===== src/rtl/tc_pl_bus_poll.sv =====
// Autonomous poll sequencer for the PL SPI bus controller: every period it loads a
// chip-select header plus command bytes, triggers one frame, and assembles the reply.
module tc_pl_bus_poll #(
  parameter int            NB   = 2,
  parameter logic [7:0]    CSEL = 8'h01,
  parameter logic [31:0]   CMDW = 32'h0000_0000,
  parameter int            PW   = 16,
  parameter logic [PW-1:0] TMO  = {PW{1'b1}}
) (
  input  logic            clk,
  input  logic            rst,
  input  logic            en,
  input  logic [PW-1:0]   period,
  input  logic [5:0]      bus_state,
  input  logic [7:0]      bus_rdata,
  output logic [8:0]      bus_wdata,
  output logic            bus_wr,
  output logic [1:0]      bus_trig,
  output logic            bus_clr,
  output logic            bus_rd,
  output logic [8*NB-1:0] smp_data,
  output logic            smp_valid,
  output logic            err_tmo,
  output logic            busy
);

  localparam int SW = 8 * NB;
  localparam int CW = 3;
  localparam logic [31:0] CMDL = CMDW << (8 * (4 - NB));

  localparam logic [2:0] S_IDLE = 3'd0;
  localparam logic [2:0] S_LOAD = 3'd1;
  localparam logic [2:0] S_TRIG = 3'd2;
  localparam logic [2:0] S_WAIT = 3'd3;
  localparam logic [2:0] S_READ = 3'd4;
  localparam logic [2:0] S_CLR  = 3'd5;

  logic [2:0]    state_q, state_d;
  logic [PW-1:0] pcnt_q, pcnt_d;
  logic          tpend_q, tpend_d;
  logic [CW-1:0] wcnt_q, wcnt_d;
  logic [31:0]   cmd_q, cmd_d;
  logic [PW-1:0] tcnt_q, tcnt_d;
  logic [CW-1:0] rcnt_q, rcnt_d;
  logic [CW-1:0] ccnt_q, ccnt_d;
  logic          rd_q;
  logic [SW-1:0] sh_q, sh_d;
  logic [SW-1:0] smp_q, smp_d;
  logic          ok_q, ok_d;
  logic          err_q, err_d;

  logic [PW-1:0] pval;
  logic          tick;
  logic [PW-1:0] tcntInc;
  logic          tmoHit;
  logic [SW-1:0] shNext;
  logic          timeout;
  logic          unused_ok;

  assign unused_ok = ^{bus_state[5], bus_state[2], bus_state[0]};

  // Periods of 0 and 1 behave as 2 so a tick can never fire on consecutive cycles.
  assign pval    = (period < PW'(2)) ? PW'(2) : period;
  assign tick    = en && (pcnt_q >= pval - PW'(1));
  assign tcntInc = tcnt_q + PW'(1);
  assign tmoHit  = (tcntInc == TMO);
  assign shNext  = SW'({sh_q, bus_rdata});

  assign bus_wr    = (state_q == S_LOAD) && !bus_state[3];
  assign bus_wdata = (state_q != S_LOAD) ? 9'h000 :
                     (wcnt_q == '0)      ? {1'b1, CSEL} : {1'b0, cmd_q[31:24]};
  assign bus_trig  = {1'b0, state_q == S_TRIG};
  assign bus_clr   = (state_q == S_CLR);
  assign bus_rd    = (state_q == S_READ) && !bus_state[4] && (rcnt_q != CW'(NB));
  assign smp_data  = smp_q;
  assign smp_valid = (state_q == S_CLR) && ok_q;
  assign err_tmo   = err_q;
  assign busy      = (state_q != S_IDLE);

  always_comb begin
    state_d = state_q;
    tpend_d = tpend_q;
    wcnt_d  = wcnt_q;
    cmd_d   = cmd_q;
    tcnt_d  = tcnt_q;
    rcnt_d  = rcnt_q;
    ccnt_d  = ccnt_q;
    sh_d    = sh_q;
    smp_d   = smp_q;
    ok_d    = ok_q;
    timeout = 1'b0;
    pcnt_d  = (!en || tick) ? '0 : pcnt_q + PW'(1);

    // Ticks are only accepted while idle or clearing; during a frame they are dropped.
    if (!en)
      tpend_d = 1'b0;
    else if (tick && (state_q == S_IDLE || state_q == S_CLR))
      tpend_d = 1'b1;

    if (rd_q) begin
      sh_d   = shNext;
      ccnt_d = ccnt_q + CW'(1);
    end

    case (state_q)
      S_IDLE: begin
        if (en && tpend_q) begin
          state_d = S_LOAD;
          tpend_d = 1'b0;
          wcnt_d  = '0;
          cmd_d   = CMDL;
        end
      end
      S_LOAD: begin
        if (bus_wr) begin
          wcnt_d = wcnt_q + CW'(1);
          if (wcnt_q != '0) cmd_d = cmd_q << 8;
          if (wcnt_q == CW'(NB)) state_d = S_TRIG;
        end
      end
      S_TRIG: begin
        tcnt_d  = '0;
        rcnt_d  = '0;
        ccnt_d  = '0;
        ok_d    = 1'b0;
        state_d = S_WAIT;
      end
      S_WAIT: begin
        if (bus_state[1]) begin
          state_d = S_READ;
          tcnt_d  = '0;
        end else if (tmoHit) begin
          timeout = 1'b1;
          state_d = S_CLR;
        end else begin
          tcnt_d = tcntInc;
        end
      end
      S_READ: begin
        if (bus_rd) rcnt_d = rcnt_q + CW'(1);
        if (rd_q && ccnt_q == CW'(NB - 1)) begin
          ok_d    = 1'b1;
          smp_d   = shNext;
          state_d = S_CLR;
        end else if (tmoHit) begin
          timeout = 1'b1;
          state_d = S_CLR;
        end else begin
          tcnt_d = tcntInc;
        end
      end
      S_CLR:   state_d = S_IDLE;
      default: state_d = S_IDLE;
    endcase

    if (!en)
      err_d = 1'b0;
    else if (timeout)
      err_d = 1'b1;
    else
      err_d = err_q;
  end

  always_ff @(posedge clk or posedge rst) begin
    if (rst) begin
      state_q <= S_IDLE;
      pcnt_q  <= '0;
      tpend_q <= 1'b0;
      wcnt_q  <= '0;
      cmd_q   <= '0;
      tcnt_q  <= '0;
      rcnt_q  <= '0;
      ccnt_q  <= '0;
      rd_q    <= 1'b0;
      sh_q    <= '0;
      smp_q   <= '0;
      ok_q    <= 1'b0;
      err_q   <= 1'b0;
    end else begin
      state_q <= state_d;
      pcnt_q  <= pcnt_d;
      tpend_q <= tpend_d;
      wcnt_q  <= wcnt_d;
      cmd_q   <= cmd_d;
      tcnt_q  <= tcnt_d;
      rcnt_q  <= rcnt_d;
      ccnt_q  <= ccnt_d;
      rd_q    <= bus_rd;
      sh_q    <= sh_d;
      smp_q   <= smp_d;
      ok_q    <= ok_d;
      err_q   <= err_d;
    end
  end

endmodule


===== config.mk =====
export PLATFORM = sky130hd
export DESIGN_NAME = tc_pl_bus_poll
export DESIGN_NICKNAME = d
export VERILOG_FILES = /design/src/rtl/tc_pl_bus_poll.sv
export SDC_FILE = /design/constraint.sdc
export NUM_CORES = 1
export LEC_CHECK = 0
export CAP_MARGIN = 40
export CORE_AREA = 10 10 99 118
export CTS_BUF_LIST = sky130_fd_sc_hd__clkbuf_8 sky130_fd_sc_hd__clkbuf_16
export CTS_CLUSTER_DIAMETER = 50
export CTS_CLUSTER_SIZE = 40
export DETAILED_ROUTE_END_ITERATION = 8
export DIE_AREA = 0 0 109 128
export GPL_TIMING_DRIVEN = 0
export PLACE_DENSITY = 0.71
export SLEW_MARGIN = 20
export SYNTH_ARGS = -nofsm -noshare
export SYNTH_HDL_FRONTEND = slang
export SYNTH_SLANG_ARGS = --single-unit

===== constraint.sdc =====
create_clock -name clk -period 2 [get_ports clk]
set_input_delay 0.3 -clock clk [delete_from_list [all_inputs] [get_ports clk]]
set_output_delay 0.3 -clock clk [all_outputs]
set_load 0.05 [all_outputs]

==> results of run 1 <==
-- worst max-delay path, delay by kind of cell --
family,cells,cell delay [ns]
xor gates and xnor gates,1,0.08
and+or+nand+nor,12,2.59
AOI/OAI and AO/OA,2,0.46
buffers and inverters,2,0.31
adders and majority gates,2,0.42
-- synth_stat cells, types with 6 or more instances --
cell type,count
inv_1,15
nand2_1,22
xnor2_1,19
buf_4,9
nand3_1,13
dfrtp_1,72
nor2_1,54
xor2_1,24
clkbuf_1,8
nor2b_1,6
ha_1,27
nand2b_1,7
a21oi_1,14
o21ai_0,15
or3_1,7
nor3_1,10
nand4_1,9
mux2_2,24
-- metal layers --
metal / global-route usage, % / vias up
met5: 0 / -
met4: 5.051 / 0
met3: 3.169 / 21
met2: 25.91 / 63
met1: 16.53 / 1679
li1: - / 1662
-- power breakdown --
group | internal [mW] | total, mW | switching (mW)
sequential | 1.67 | 1.84 | 0.166
clock | 0.863 | 1.53 | 0.668
combinational | 0.814 | 1.87 | 1.05
-- layout make-up --
type / count / share of cell area [%]
Multi-Input combinational cell: 314 / 43.36
Inverter: 15 / 1.005
Sequential cell: 72 / 30.31
Clock inverter: 7 / 1.026
Tap cell: 123 / 2.576
Buffer: 18 / 2.158
Timing Repair Buffer: 103 / 15.79
Clock buffer: 9 / 3.770
-- through the flow --
stage | util [%] | total power, mW
6_report | 63.43 | 5.238
5_1_grt | 63.43 | 5.547
4_1_cts | 60.93 | 5.079
3_5_place_dp | 53.34 | 3.340
3_3_place_gp | 52.92 | 3.274
2_1_floorplan | - | 2.900
-- sequential cells by signal (all words and copies together) (netlist names), 3 cells and up --
signal,cells
pcnt_q,16
smp_data,16
tcnt_q,16
sh_q,8
ccnt_q,3
rcnt_q,3
state_q,3
wcnt_q,3
-- logic make-up after synthesis --
logic type / count (synthesis) / synth area share (%)
DFF: 72 / 43.61
xor gates and xnor gates: 43 / 9.116
other: 1 / 0.09077
adders and majority gates: 27 / 8.177
and+or+nand+nor: 158 / 19.87
buffers and inverters: 35 / 4.058
AOI/OAI and AO/OA: 51 / 7.692
muxes: 27 / 7.389
-- worst max-delay path by stage --
stage	startpoint	slack (ns)	endpoint	depth (start not counted)
finish	period[6]	-1.97	pcnt_q[11]	19
global route	period[6]	-2.12	pcnt_q[11]	19
CTS	period[7]	-2.20	pcnt_q[13]	19
detailed placement	period[6]	-3.02	pcnt_q[1]	19
global placement	period[6]	-2.96	pcnt_q[0]	19
floorplan	period[6]	-2.06	pcnt_q[9]	18
-- repair_timing --
action                                  4_1_cts  5_1_grt
resized for setup                           113       42
pin swaps                                    32       25
endpoints found under the setup margin       45       48
hold buffers                                  0        0
gates cloned                                  1        0
buffers inserted                             33       14
==> impl_results.md, run 1 <==
* Ant diodes at 0
* DR vias/cell at 5.182
* Worst Path Arrival at 4.18 ns
* Critical path required time at 2.21 ns
* Hpwl dp at 6882 µm
* Residual DRC count at 0
* Critical Path Max Stage Delay at 0.47 ns
* Reg2Reg Depth at 7
* Largest net degree at the start of global routing at 34
* Fin. Hold Viols at 0
* Most common cell after layout, fill and taps aside: dfrtp_1
* Pwr dens at 877.0 mW/mm²
* Post-synth EDFFs at 0
* DR pass1 iterations at 4
* DRT iter0 DRCs at 118
* Number of global-route vias before repair at 3,501
* Worst r2r src: tcnt_q[13]
* Via count at 3,425
* Fraction of layout cells with a size suffix above 1 at 36.80%
* Root Buffer: clkbuf_16
* Worst-margin pin slew at 0.5527 ns
* Clock skew at 0.008121 ns
* Period utilization at 198.4%
* Initial antenna violation count at 0
* DP Area at 0.005024 mm²
* Commonest non-fill, non-tap cells in the layout: dfrtp_1, buf_4, clkdlybuf4s50_1
* # nets final at 593
* IO Pins at 66
* Number of cell rows at 39
* Routed length per instance at 15.27 µm
* First-pass GRT wire length at 16,590 µm
* Hold crit path type: in -> async
* Max Cap Violations at 0
* Worst Setup End Kind: register
* WHS at 0.2518 ns
* # fillers at 723
* Register area at 0.001810 mm²
* Most common flop cell mapped by yosys: dfrtp_1
* Cell taking the most area after synthesis: dfrtp_1
* Rel. slew slack at 63.15%
* PortBufs at 54
* Routed length on met2 at 5388 µm
* Placed cell count at 600
* Final WL at 10,090 µm
* TNS Setup at -33.43 ns
* Clk buf depth at 2
* CTS Buf Count at 9
* Mapped Area at 0.004131 mm²
* Setup slack after layout at -1.968 ns
* Sink Count at 72
* Die Height at 128 µm
* Leak pwr at 2.657 nW
* Core ar. at 0.009418 mm²
* CTS tree: yes
* Cell variety after synth at 54
* Highest metal used: met4
* Remaining antenna violation count after routing at 0
* Area occupied by multi-input gates at 0.002590 mm²
* Synthesized area per cell at 9.979 µm²
* RSZ-0062 raised after global routing: yes
* Worst skew pair latency at 0.33 ns
* Critical path cell sequence: buf_8 -> or3_4 -> or4_4 -> nand2b_4 -> nor3_4 -> nand2b_4 -> ha_4 -> nand2_2 -> or2_4 -> or4_4 -> nor3_4 -> xnor2_1 -> ha_1 -> nand4_1 -> a2111oi_4 -> o41ai_4 -> nand4_1 -> clkbuf_8 -> nor2_4
* Synth Register Bits at 72
* CP Max Fanout at 5
* Final setup violating endpoints at 24
* Total die area at 0.01395 mm²
* Failing checks: negative setup slack
* Synth top area cells: dfrtp_1, ha_1, mux2_2
* Startpoint Class: input port
* Total gr overflow at 0
* Slowest-stage cell, CP: or4_4
* Peak supply drop at 0.5101 mV
* Starting density of the core at 43.87%
* FF-to-FF setup slack at -0.16 ns
* YS warnings at 0
* CTS H-tree depth at 3
* Layout Cell Area excl Fill at 0.005973 mm²
* Gp weighted congestion at 0.8117
* Reg2reg end: tcnt_q[2]
* Syn Inst Count at 414
* Area delta synth->final at 44.58%
* Fin. max-slew vios at 0
* Fin crit period at 3.968 ns
* Async S/R FF share, synth at 100.0%
* Metal3 WL at 397 µm
* Layout Cells excl Fill at 661
* Synth top area share at 43.61%
* Clock-pin slew on the worst setup and hold paths at 0.06 ns
* Sequential area share after synthesis at 43.61%
* Horiz. Die Dim at 109 µm
* Metal-1 WL at 4094 µm
* Setup CP Type: in -> reg
* Peak Freq at 252.0 MHz
* Outcome: complete, but fails checks
* GRT Util Overall at 14.54%
* Place WS at -3.016 ns
Power figures use the tool's default switching activity.
==> run 2, diff against run 1 <==
--- a/config.mk
+++ b/config.mk
@@ -12,6 +12,7 @@
 export CTS_CLUSTER_SIZE = 40
 export DETAILED_ROUTE_END_ITERATION = 8
 export DIE_AREA = 0 0 109 128
+export GPL_ROUTABILITY_DRIVEN = 0
 export GPL_TIMING_DRIVEN = 0
 export PLACE_DENSITY = 0.71
 export SLEW_MARGIN = 20
==> results of run 2 <==
No change in the layout: final DEF, timing and power equal those of run 1.
